[config.mk]
export PLATFORM = sky130hd
export DESIGN_NAME = renkon_ctrl_serial
export DESIGN_NICKNAME = d
export VERILOG_FILES = /design/src/rtl/renkon_ctrl_serial.sv
export SDC_FILE = /design/constraint.sdc
export NUM_CORES = 1
export LEC_CHECK = 0
export ABC_AREA = 0
export BUFFER_PORTS_ARGS = -buffer_cell sky130_fd_sc_hd__buf_2
export CELL_PAD_IN_SITES_DETAIL_PLACEMENT = 0
export CELL_PAD_IN_SITES_GLOBAL_PLACEMENT = 2
export CORE_MARGIN = 10
export CORE_UTILIZATION = 40
export CTS_BUF_LIST = sky130_fd_sc_hd__clkbuf_8
export DETAILED_ROUTE_END_ITERATION = 8
export GPL_TIMING_DRIVEN = 0
export PLACE_DENSITY_LB_ADDON = 0.1
export SYNTH_ARGS = -nofsm -noshare
export SYNTH_HDL_FRONTEND = slang
export SYNTH_SLANG_ARGS = --single-unit
[constraint.sdc]
create_clock -name clk -period 8.6 [get_ports clk]
set_input_delay 1.29 -clock clk [delete_from_list [all_inputs] [get_ports clk]]
set_output_delay 1.29 -clock clk [all_outputs]
set_load 0.05 [all_outputs]
[src/rtl/renkon_ctrl_serial.sv]
// Sequencer for the 8-bank serial output matrix: broadcast-writes one word per core per beat,
// then drains the banks one after another into a single tagged serial stream.
module renkon_ctrl_serial #(
    parameter int CORE    = 8,
    parameter int CORELOG = 3,
    parameter int OUTSIZE = 12
) (
    input  logic               clk,
    input  logic               xrst,
    input  logic               start,
    input  logic [OUTSIZE:0]   out_size,
    input  logic               in_valid,
    output logic               busy,
    output logic               serial_we,
    output logic [OUTSIZE-1:0] serial_addr,
    output logic [CORELOG:0]   serial_re,
    output logic               out_valid,
    output logic [CORELOG-1:0] out_core,
    output logic [OUTSIZE-1:0] out_addr,
    output logic               done
);

    typedef enum logic [2:0] {
        IDLE,
        WRITE,
        READ,
        DRAIN,
        DONE
    } state_t;

    localparam logic [OUTSIZE:0]   MAX_N     = {1'b1, {OUTSIZE{1'b0}}};
    localparam logic [OUTSIZE:0]   N_ONE     = (OUTSIZE+1)'(1);
    localparam logic [CORELOG-1:0] LAST_BANK = CORELOG'(CORE - 1);

    state_t               state_q;
    logic [OUTSIZE:0]     n_q;
    logic [OUTSIZE-1:0]   wcnt_q;
    logic [OUTSIZE-1:0]   raddr_q;
    logic [CORELOG-1:0]   bank_q;
    logic                 drain_q;
    logic                 busy_q;
    logic                 done_q;
    // Read tags travel alongside the bank RAM register and the output mux register.
    logic                 tag_v1_q;
    logic [CORELOG-1:0]   tag_core1_q;
    logic [OUTSIZE-1:0]   tag_addr1_q;
    logic                 out_valid_q;
    logic [CORELOG-1:0]   out_core_q;
    logic [OUTSIZE-1:0]   out_addr_q;

    logic [OUTSIZE:0]     n_d;
    logic                 last_w;
    logic                 last_r;
    logic                 issue;

    assign n_d    = (out_size > MAX_N) ? MAX_N : out_size;
    assign last_w = ({1'b0, wcnt_q} == n_q - N_ONE);
    assign last_r = ({1'b0, raddr_q} == n_q - N_ONE);
    assign issue  = (state_q == READ);

    always_ff @(posedge clk) begin
        // NOTE: every register, including the tag pipeline, is cleared so an aborted job
        // cannot leak a stale out_valid or done after reset.
        if (xrst) begin
            state_q     <= IDLE;
            n_q         <= '0;
            wcnt_q      <= '0;
            raddr_q     <= '0;
            bank_q      <= '0;
            drain_q     <= 1'b0;
            busy_q      <= 1'b0;
            done_q      <= 1'b0;
            tag_v1_q    <= 1'b0;
            tag_core1_q <= '0;
            tag_addr1_q <= '0;
            out_valid_q <= 1'b0;
            out_core_q  <= '0;
            out_addr_q  <= '0;
        end else begin
            tag_v1_q    <= issue;
            tag_core1_q <= issue ? bank_q : '0;
            tag_addr1_q <= issue ? raddr_q : '0;
            out_valid_q <= tag_v1_q;
            out_core_q  <= tag_core1_q;
            out_addr_q  <= tag_addr1_q;

            case (state_q)
                IDLE: begin
                    if (start) begin
                        n_q     <= n_d;
                        wcnt_q  <= '0;
                        raddr_q <= '0;
                        bank_q  <= '0;
                        busy_q  <= 1'b1;
                        if (n_d == '0) begin
                            state_q <= DONE;
                            done_q  <= 1'b1;
                        end else begin
                            state_q <= WRITE;
                        end
                    end
                end
                WRITE: begin
                    if (in_valid) begin
                        if (last_w) begin
                            state_q <= READ;
                            wcnt_q  <= '0;
                        end else begin
                            wcnt_q <= wcnt_q + OUTSIZE'(1);
                        end
                    end
                end
                READ: begin
                    if (!last_r) begin
                        raddr_q <= raddr_q + OUTSIZE'(1);
                    end else if (bank_q != LAST_BANK) begin
                        raddr_q <= '0;
                        bank_q  <= bank_q + CORELOG'(1);
                    end else begin
                        // bank/raddr stay put so the output mux select is stable while draining
                        state_q <= DRAIN;
                        drain_q <= 1'b0;
                    end
                end
                DRAIN: begin
                    drain_q <= 1'b1;
                    if (drain_q) begin
                        state_q <= DONE;
                        done_q  <= 1'b1;
                    end
                end
                DONE: begin
                    state_q <= IDLE;
                    done_q  <= 1'b0;
                    busy_q  <= 1'b0;
                    bank_q  <= '0;
                    raddr_q <= '0;
                end
                default: state_q <= IDLE;
            endcase
        end
    end

    always_comb begin
        // NOTE: defaults first so no path through the case leaves an output unassigned (no latch).
        serial_we   = 1'b0;
        serial_addr = '0;
        serial_re   = '0;
        case (state_q)
            WRITE: begin
                serial_we   = in_valid;
                serial_addr = wcnt_q;
            end
            READ, DRAIN: begin
                serial_addr = raddr_q;
                serial_re   = (CORELOG+1)'(bank_q) + (CORELOG+1)'(1);
            end
            default: ;
        endcase
    end

    assign busy      = busy_q;
    assign done      = done_q;
    assign out_valid = out_valid_q;
    assign out_core  = out_core_q;
    assign out_addr  = out_addr_q;

endmodule
== Word level (Yosys, flattened, before mapping) ==
Cells that the tools add are included.
Word-level totals
  bits of input ports: 17
  output and inout bits: 35
  bits in latches: 0
  bits in read-only memories: 0
  RAM bits: 0
  memories kept: 0
  bits in registers: 78
Operators by class
  multiply operators: 0
  $add $sub $neg: 5
  reduce and logical (&&, ||, !) cells: 17
  $lt $le $gt $ge: 1
  divide/modulo/power cells: 0
  shift-type cells: 0
  bitwise operators: 1
  equal/unequal tests: 16
  mux-type cells: 32
Operators by type and width (count)
  $mux W12: 5
  $pmux W12 S2: 2
  $pmux W12 S3: 1
  $mux W3: 10
  $eq A12 B13 Y1: 2
  $add A12 B1 Y12 const B: 2
  $ne A2 B2 Y1 const B: 7
  $gt A13 B13 Y1 const B: 1
  $logic_not A13 Y1: 1
  $mux W13: 1
  $sub A13 B1 Y13 const B: 1
  $pmux W3 S4: 1
  $pmux W3 S3: 1
  $reduce_and A3 Y1: 3
  $reduce_and A4 Y1: 2
  $mux W1: 7
  $eq A3 B2 Y1 const B: 2
  $reduce_and A6 Y1: 1
  $reduce_bool A2 Y1: 3
  $reduce_bool A3 Y1: 2
  $add A3 B1 Y4 const B: 1
  $mux W4: 1
  $pmux W1 S2: 2
  $reduce_and A2 Y1: 2
  10 further kinds: 11

== Longest topological paths before layout ==
Gate-level depths: netlist of the first run.
  depth in word-level cells: 6
  depth in mapped cells: 14
  mapped depth without buffers: 9

== Least setup slack after synthesis of the first run ==
No wires, ideal clock.
  path kind: input to output
  start: input port in_valid
  end: output port serial_we
  cell stages on the path: 1
  path slack: 5.594 ns
  arrival time: 1.716 ns
  cells stage by stage: and2_1
Between the ends
  longest elaborated chain between the ends: 1
RTL lines
  start, declared: RTL line 12  | input logic in_valid,
  $mux W1: RTL line 149  | case (state_q)
  end, declared: RTL line 14  | output logic serial_we,
No other way between the ends.

== Worst setup path in the final report of the first run ==
  start: register state_q[1]
  end: output port serial_addr[0]
Between the ends
  longest elaborated chain between the ends: 3
  elaborated cells on any way between the ends: 5
  those cells by class: eq/ne: 3; mux: 1; reduce/logical: 1
RTL lines
  start, declared: RTL line 35  | state_t state_q;
  start signal, assigned: RTL line 65  | state_q <= IDLE;
  start signal, assigned: RTL line 96  | state_q <= DONE;
  start signal, assigned: RTL line 99  | state_q <= WRITE;
  $eq A3 B2 Y1: RTL line 149
  $reduce_or A2 Y1: RTL line 149
  $pmux W12 S2 *: RTL line 149
  end, declared: RTL line 15  | output logic [OUTSIZE-1:0] serial_addr,
Every way passes the cells marked *; elsewhere a longest branch is shown, timed or not.

==> results of run 1 <==
[layer usage]
| metal | vias to the layer above | global-route usage (%) | routed length [um] | part of all wire [%] |
|---|---|---|---|---|
| met5 | - | 0 | 0 | 0 |
| met2 | 80 | 26.0 | 5680 | 46 |
| met4 | 0 | 4.59 | 102 | 0.82 |
| li1 | 1889 | - | - | - |
| met1 | 1769 | 22.5 | 6060 | 49 |
| met3 | 9 | 3.42 | 604 | 4.9 |
[cell type report]
class	instances	area, um2
plain buffers	46	231
clock buffers	10	138
clock inverters	6	51.3
fillers	1071	5500
inverters	12	45.0
multi-input cells	350	2420
flip-flops and latches	78	1560
well taps	136	170
repair buffers	50	250
[sequential cells by signal, summed over array words and instances, names as in the netlist]
| signal | cells |
|---|---|
| tag_core1_q | 3 |
| tag_v1_q | 1 |
| done | 1 |
| out_valid | 1 |
| raddr_q | 12 |
| bank_q | 3 |
| busy | 1 |
| drain_q | 1 |
| out_core | 3 |
| tag_addr1_q | 12 |
| out_addr | 12 |
| n_q | 13 |
| state_q | 3 |
| wcnt_q | 12 |
[where the power goes]
part | switching [mW] | internal [mW]
clock | 0.148 | 0.117
combinational | 0.0845 | 0.0541
sequential | 0.00620 | 0.366
[synthesized netlist by cell type (all sizes together) (9+ instances only)]
library cell,number,area [um2]
dfxtp,78,1560
nor2,35,131
and2,16,100
nor3,11,55.1
buf,19,130
a22o,13,114
clkbuf,27,101
a22oi,12,90.1
inv,12,45.0
nor2b,23,144
a21oi,21,105
a211oi,13,110
nand2,29,109
nand3,9,45.0
xnor2,21,184
or4,9,75.1
o21ai,16,80.1
nor4,10,83.8
or3,10,67.6
xor2,9,78.8
[worst paths after layout]
check / endpoint / slack, ps / depth (start not counted)
min reg2reg: out_addr[3]$_SDFF_PP0_ / 440 / 1
max: serial_addr[0] / 4770 / 5
min: out_addr[3]$_SDFF_PP0_ / 440 / 1
max reg2reg: wcnt_q[0]$_SDFFE_PP0P_ / 5140 / 12
[worst max-delay path, stage by stage (launching register included)]
cell,delay [ps]
dfxtp_1,330
clkbuf_1,210
nor3b_1,610
clkbuf_1,480
a22o_1,280
buf_2,280
[logic make-up after synthesis]
family                   Yosys count  synth area share, %
AO/OA/AOI/OAI                    116                 20.2
XOR/XNOR                          33                 7.75
adder cells (fa/ha/maj)            5                 1.47
buffers and inverters             58                 6.49
flip-flops                        78                 36.6
multiplexers                       5                 1.20
AND/OR/NAND/NOR                  191                 26.3
[per-stage QoR]
| stage | instances | hold WS (ps) | area, um2 |
|---|---|---|---|
| floorplan | 486 | 414 | 4260 |
| global placement | 672 | 417 | 4680 |
| detailed placement | 672 | 420 | 4680 |
| CTS | 688 | 432 | 4870 |
| global route | 688 | 456 | 4870 |
| finish | 688 | 436 | 4870 |
==> impl_metrics.env, run 1 <==
export IMPL_crit_required_ps=7310
export IMPL_dieArea_um2=15200
export IMPL_leakage_nw=1.81
export IMPL_maxCapViolCount=0
export IMPL_drc=0
export IMPL_synthesis_nets=508
export IMPL_ys_dominant_reg_cell="dfxtp_1"
export IMPL_min_period_ps=3830
export IMPL_clockRootBuffer="clkbuf_8"
export IMPL_hold_start="tag_addr1_q[3]$_SDFF_PP0_"
export IMPL_clock_latency_ps=360
export IMPL_drtIter0Drc=243
export IMPL_post_cts_setup_buffer_count=0
export IMPL_layout_commonest_cell="dfxtp_1"
export IMPL_wire_per_inst_um=18.1
export IMPL_wl_um=12400
export IMPL_fin_worst_skew_ps=18.7
export IMPL_grt_pass1_wl_um=19800
export IMPL_reg2reg_from="n_q[0]$_SDFFE_PP0P_"
export IMPL_cts_root_to_sink_buffers=2
export IMPL_synth_edf_count=0
export IMPL_critPathKind="flip-flop to output port"
export IMPL_pre_cts_ws_ps=5150
export IMPL_cts_buffers=9
export IMPL_drtAntennaViolNets=0
export IMPL_seq_area_frac_synth_pct=36.6
export IMPL_dieHeight_um=123
export IMPL_first_pass_iters=4
export IMPL_max_freq_mhz=261
export IMPL_relSlewSlack_pct=9.18
export IMPL_n_antenna_cell=0
export IMPL_layout_common_cells="dfxtp_1, buf_2, nor2_1"
export IMPL_crit_path_start_kind="flip-flop"
export IMPL_grt_max_degree=16
export IMPL_antenna_found_initial=0
export IMPL_cts_sinks=78
export IMPL_setup_violations=0
export IMPL_syn_to_final_growth_pct=14.3
export IMPL_async_flop_share_pct=0
export IMPL_ys_warn_count=0
export IMPL_initial_utilization_pct=41.1
export IMPL_syn_inst=486
export IMPL_gp_congestion=0.843
export IMPL_gr_total_overflow=0
export IMPL_grt_pass1_vias=3697
export IMPL_num_nets_final=569
export IMPL_maxSlewViolCount=0
export IMPL_fin_crit_sh_pct=44.5
export IMPL_synth_avg_cell_area_um2=8.77
export IMPL_hp_class="flip-flop to flip-flop"
export IMPL_setup_worst_path_start="state_q[1]$_SDFFE_PP0P_"
export IMPL_viasPerCell=5.45
export IMPL_status="complete, no violations"
export IMPL_layout_setup_ws_ps=4770
export IMPL_fin_total_pwr_uw=776
export IMPL_ir_drop_uv=65.1
export IMPL_cts_resized_gates=0
export IMPL_p_per_area_nw_per_um2=159
export IMPL_arrival_ps=2540
export IMPL_rows=37
export IMPL_tightest_slew_ps=1350
export IMPL_synth_area_um2=4260
export IMPL_fp_dieW_um=123
export IMPL_port_buffers=50
export IMPL_synth_distinct_cells=68
export IMPL_coreArea_um2=10400
export IMPL_rsz0062_at_grt="false"
export IMPL_crit_path_end_kind="output port"
export IMPL_tritoncts="yes"
export IMPL_io_pins=52
export IMPL_drive_gt1_share_pct=17.4
export IMPL_vias=3747
export IMPL_finalHoldViolCount=0
export IMPL_setup_tns_ps=0
export IMPL_final_util_pct=47.0
export IMPL_path_clk_slew_ps=90
export IMPL_path_max_fanout=10
export IMPL_ys_seq_elements=78
export IMPL_hold_buffers=0
export IMPL_grt_usage_pct=16.5
export IMPL_dp_final_hpwl_um=9310
export IMPL_cts_htree_levels=3
Note: power is estimated with default switching activity, not from simulation.
==> run 2: changes to the inputs <==
- CORE_UTILIZATION: 40 -> 37
- clock period: 8.6 -> 3.96 ns (I/O delays scaled with it)
==> run 2 against run 1 <==
Effect of this change:
- clock-buffer cell count decreased by 1
- register-to-register slack lost 4600 ps
- setup slack got worse by 4200 ps
- largest power group unchanged
==> impl_metrics.env, run 2 (synthesis gave the netlist of run 1 again) <==
export IMPL_hp_class="flip-flop to flip-flop"
export IMPL_regMostFlops="n_q"
export IMPL_fin_worst_skew_ps=16.8
export IMPL_fin_crit_sh_pct=86.4
export IMPL_viasPerCell=5.37
export IMPL_maxCapViolCount=0
export IMPL_place_area_um2=4690
export IMPL_gp_congestion=0.803
export IMPL_relSlewSlack_pct=10.5
export IMPL_r2r_setup_slack_ps=540
export IMPL_fin_total_pwr_mw=1.73
export IMPL_setup_violations=0
export IMPL_dieArea_um2=16200
export IMPL_cts_resized_gates=0
export IMPL_setup_worst_path_start="n_q[0]$_SDFFE_PP0P_"
export IMPL_vias=3735
export IMPL_syn_to_final_growth_pct=14.9
export IMPL_multiInputGateArea_um2=2420
export IMPL_drive_gt1_share_pct=17.4
export IMPL_finalHoldViolCount=0
export IMPL_arrival_ps=3660
export IMPL_seq_area_um2=1560
export IMPL_path_max_fanout=10
export IMPL_hold_buffers=0
export IMPL_cts_buffers=9
export IMPL_port_buffers=50
export IMPL_wire_per_inst_um=18.1
export IMPL_grt_max_degree=16
export IMPL_layout_common_cells="dfxtp_1, buf_2, nor2_1"
export IMPL_layout_setup_ws_ps=539
export IMPL_largest_reg_flops=13
export IMPL_rsz0062_at_grt="false"
export IMPL_ir_drop_uv=181
export IMPL_grt_pass1_vias=3666
export IMPL_p_per_area_nw_per_um2=354
export IMPL_critPathKind="flip-flop to flip-flop"
export IMPL_wl_um=12600
export IMPL_stdcell_count=695
export IMPL_setup_tns_ps=0
export IMPL_post_cts_setup_buffer_count=0
export IMPL_io_pins=52
export IMPL_drc=0
export IMPL_leakage_nw=1.82
export IMPL_final_util_pct=43.1
export IMPL_status="complete, no violations"
export IMPL_r2r_end="wcnt_q[0]$_SDFFE_PP0P_"
export IMPL_grt_usage_pct=15.6
export IMPL_antenna_found_initial=0
export IMPL_cp_endpoint="wcnt_q[0]$_SDFFE_PP0P_"
export IMPL_crit_path_start_kind="flip-flop"
export IMPL_grt_pass1_wl_um=20400
export IMPL_coreArea_um2=11400
export IMPL_rows=39
export IMPL_fill_cells=1183
export IMPL_cts_sinks=78
export IMPL_clock_latency_ps=360
export IMPL_drtIter0Drc=212
export IMPL_dp_final_hpwl_um=9420
export IMPL_crit_required_ps=4200
export IMPL_cts_htree_levels=3
export IMPL_whs_ps=438
export IMPL_drtAntennaViolNets=0
export IMPL_dp_cells=679
export IMPL_tritoncts="yes"
export IMPL_gr_total_overflow=0
export IMPL_num_nets_final=569
export IMPL_initial_utilization_pct=37.5
export IMPL_first_pass_iters=4
export IMPL_path_clk_slew_ps=90
export IMPL_layout_commonest_cell="dfxtp_1"
export IMPL_n_antenna_cell=0
export IMPL_min_path_cells=1
export IMPL_max_freq_mhz=292
export IMPL_rr_worst_depth=12
export IMPL_min_period_ps=3420
export IMPL_fp_dieW_um=127
export IMPL_cts_root_to_sink_buffers=2
export IMPL_reg2reg_from="n_q[0]$_SDFFE_PP0P_"
export IMPL_crit_path_end_kind="flip-flop"
export IMPL_tightest_slew_ps=1330
export IMPL_maxSlewViolCount=0
export IMPL_fin_area_um2=4900
export IMPL_clockRootBuffer="clkbuf_8"
export IMPL_dieHeight_um=127
export IMPL_pre_cts_ws_ps=575
==> run 2: final cells by class <==
cell class,instances,share of cell area (%)
timing repair buffer,50,5.11
clock buffer,9,2.53
buffer,46,4.73
inverter,12,0.920
tap,143,3.65
clock inverter,7,1.66
sequential,78,31.9
multi-input combinational,350,49.5
==> run 2: metal layers <==
metal  vias up  share of wire, %  track usage, %
met1      1753                49            21.3
met2        82                45            23.9
met3        13               5.1            3.64
met5         -                 0               0
li1       1887                 -               -
met4         0               1.4            4.62
==> run 2: worst min-delay path by stage <==
stage	from	to	slack, ps
floorplan	tag_addr1_q[0]$_SDFF_PP0_	out_addr[0]$_SDFF_PP0_	410
global placement	tag_addr1_q[0]$_SDFF_PP0_	out_addr[0]$_SDFF_PP0_	420
detailed placement	tag_core1_q[2]$_SDFF_PP0_	out_core[2]$_SDFF_PP0_	420
CTS	tag_core1_q[2]$_SDFF_PP0_	out_core[2]$_SDFF_PP0_	440
global route	tag_addr1_q[8]$_SDFF_PP0_	out_addr[8]$_SDFF_PP0_	460
finish	tag_core1_q[2]$_SDFF_PP0_	out_core[2]$_SDFF_PP0_	440
==> run 2: report_power, final <==
group / leakage [nW] / total, mW / internal [mW] / switching [mW]
logic: 1.10 / 0.299 / 0.118 / 0.182
registers: 0.630 / 0.808 / 0.794 / 0.0136
clock network: 0.0940 / 0.625 / 0.299 / 0.326
==> run 2: critical path, stage by stage, from the launching register on <==
cell and delay, ps:
dfxtp_1 310, buf_6 130, inv_1 60, ha_1 330, or4b_1 450, buf_2 200
nor3_1 320, xnor3_1 180, o21ai_0 60, or4_1 530, o21ai_1 310, buf_2 310
o22ai_1 120
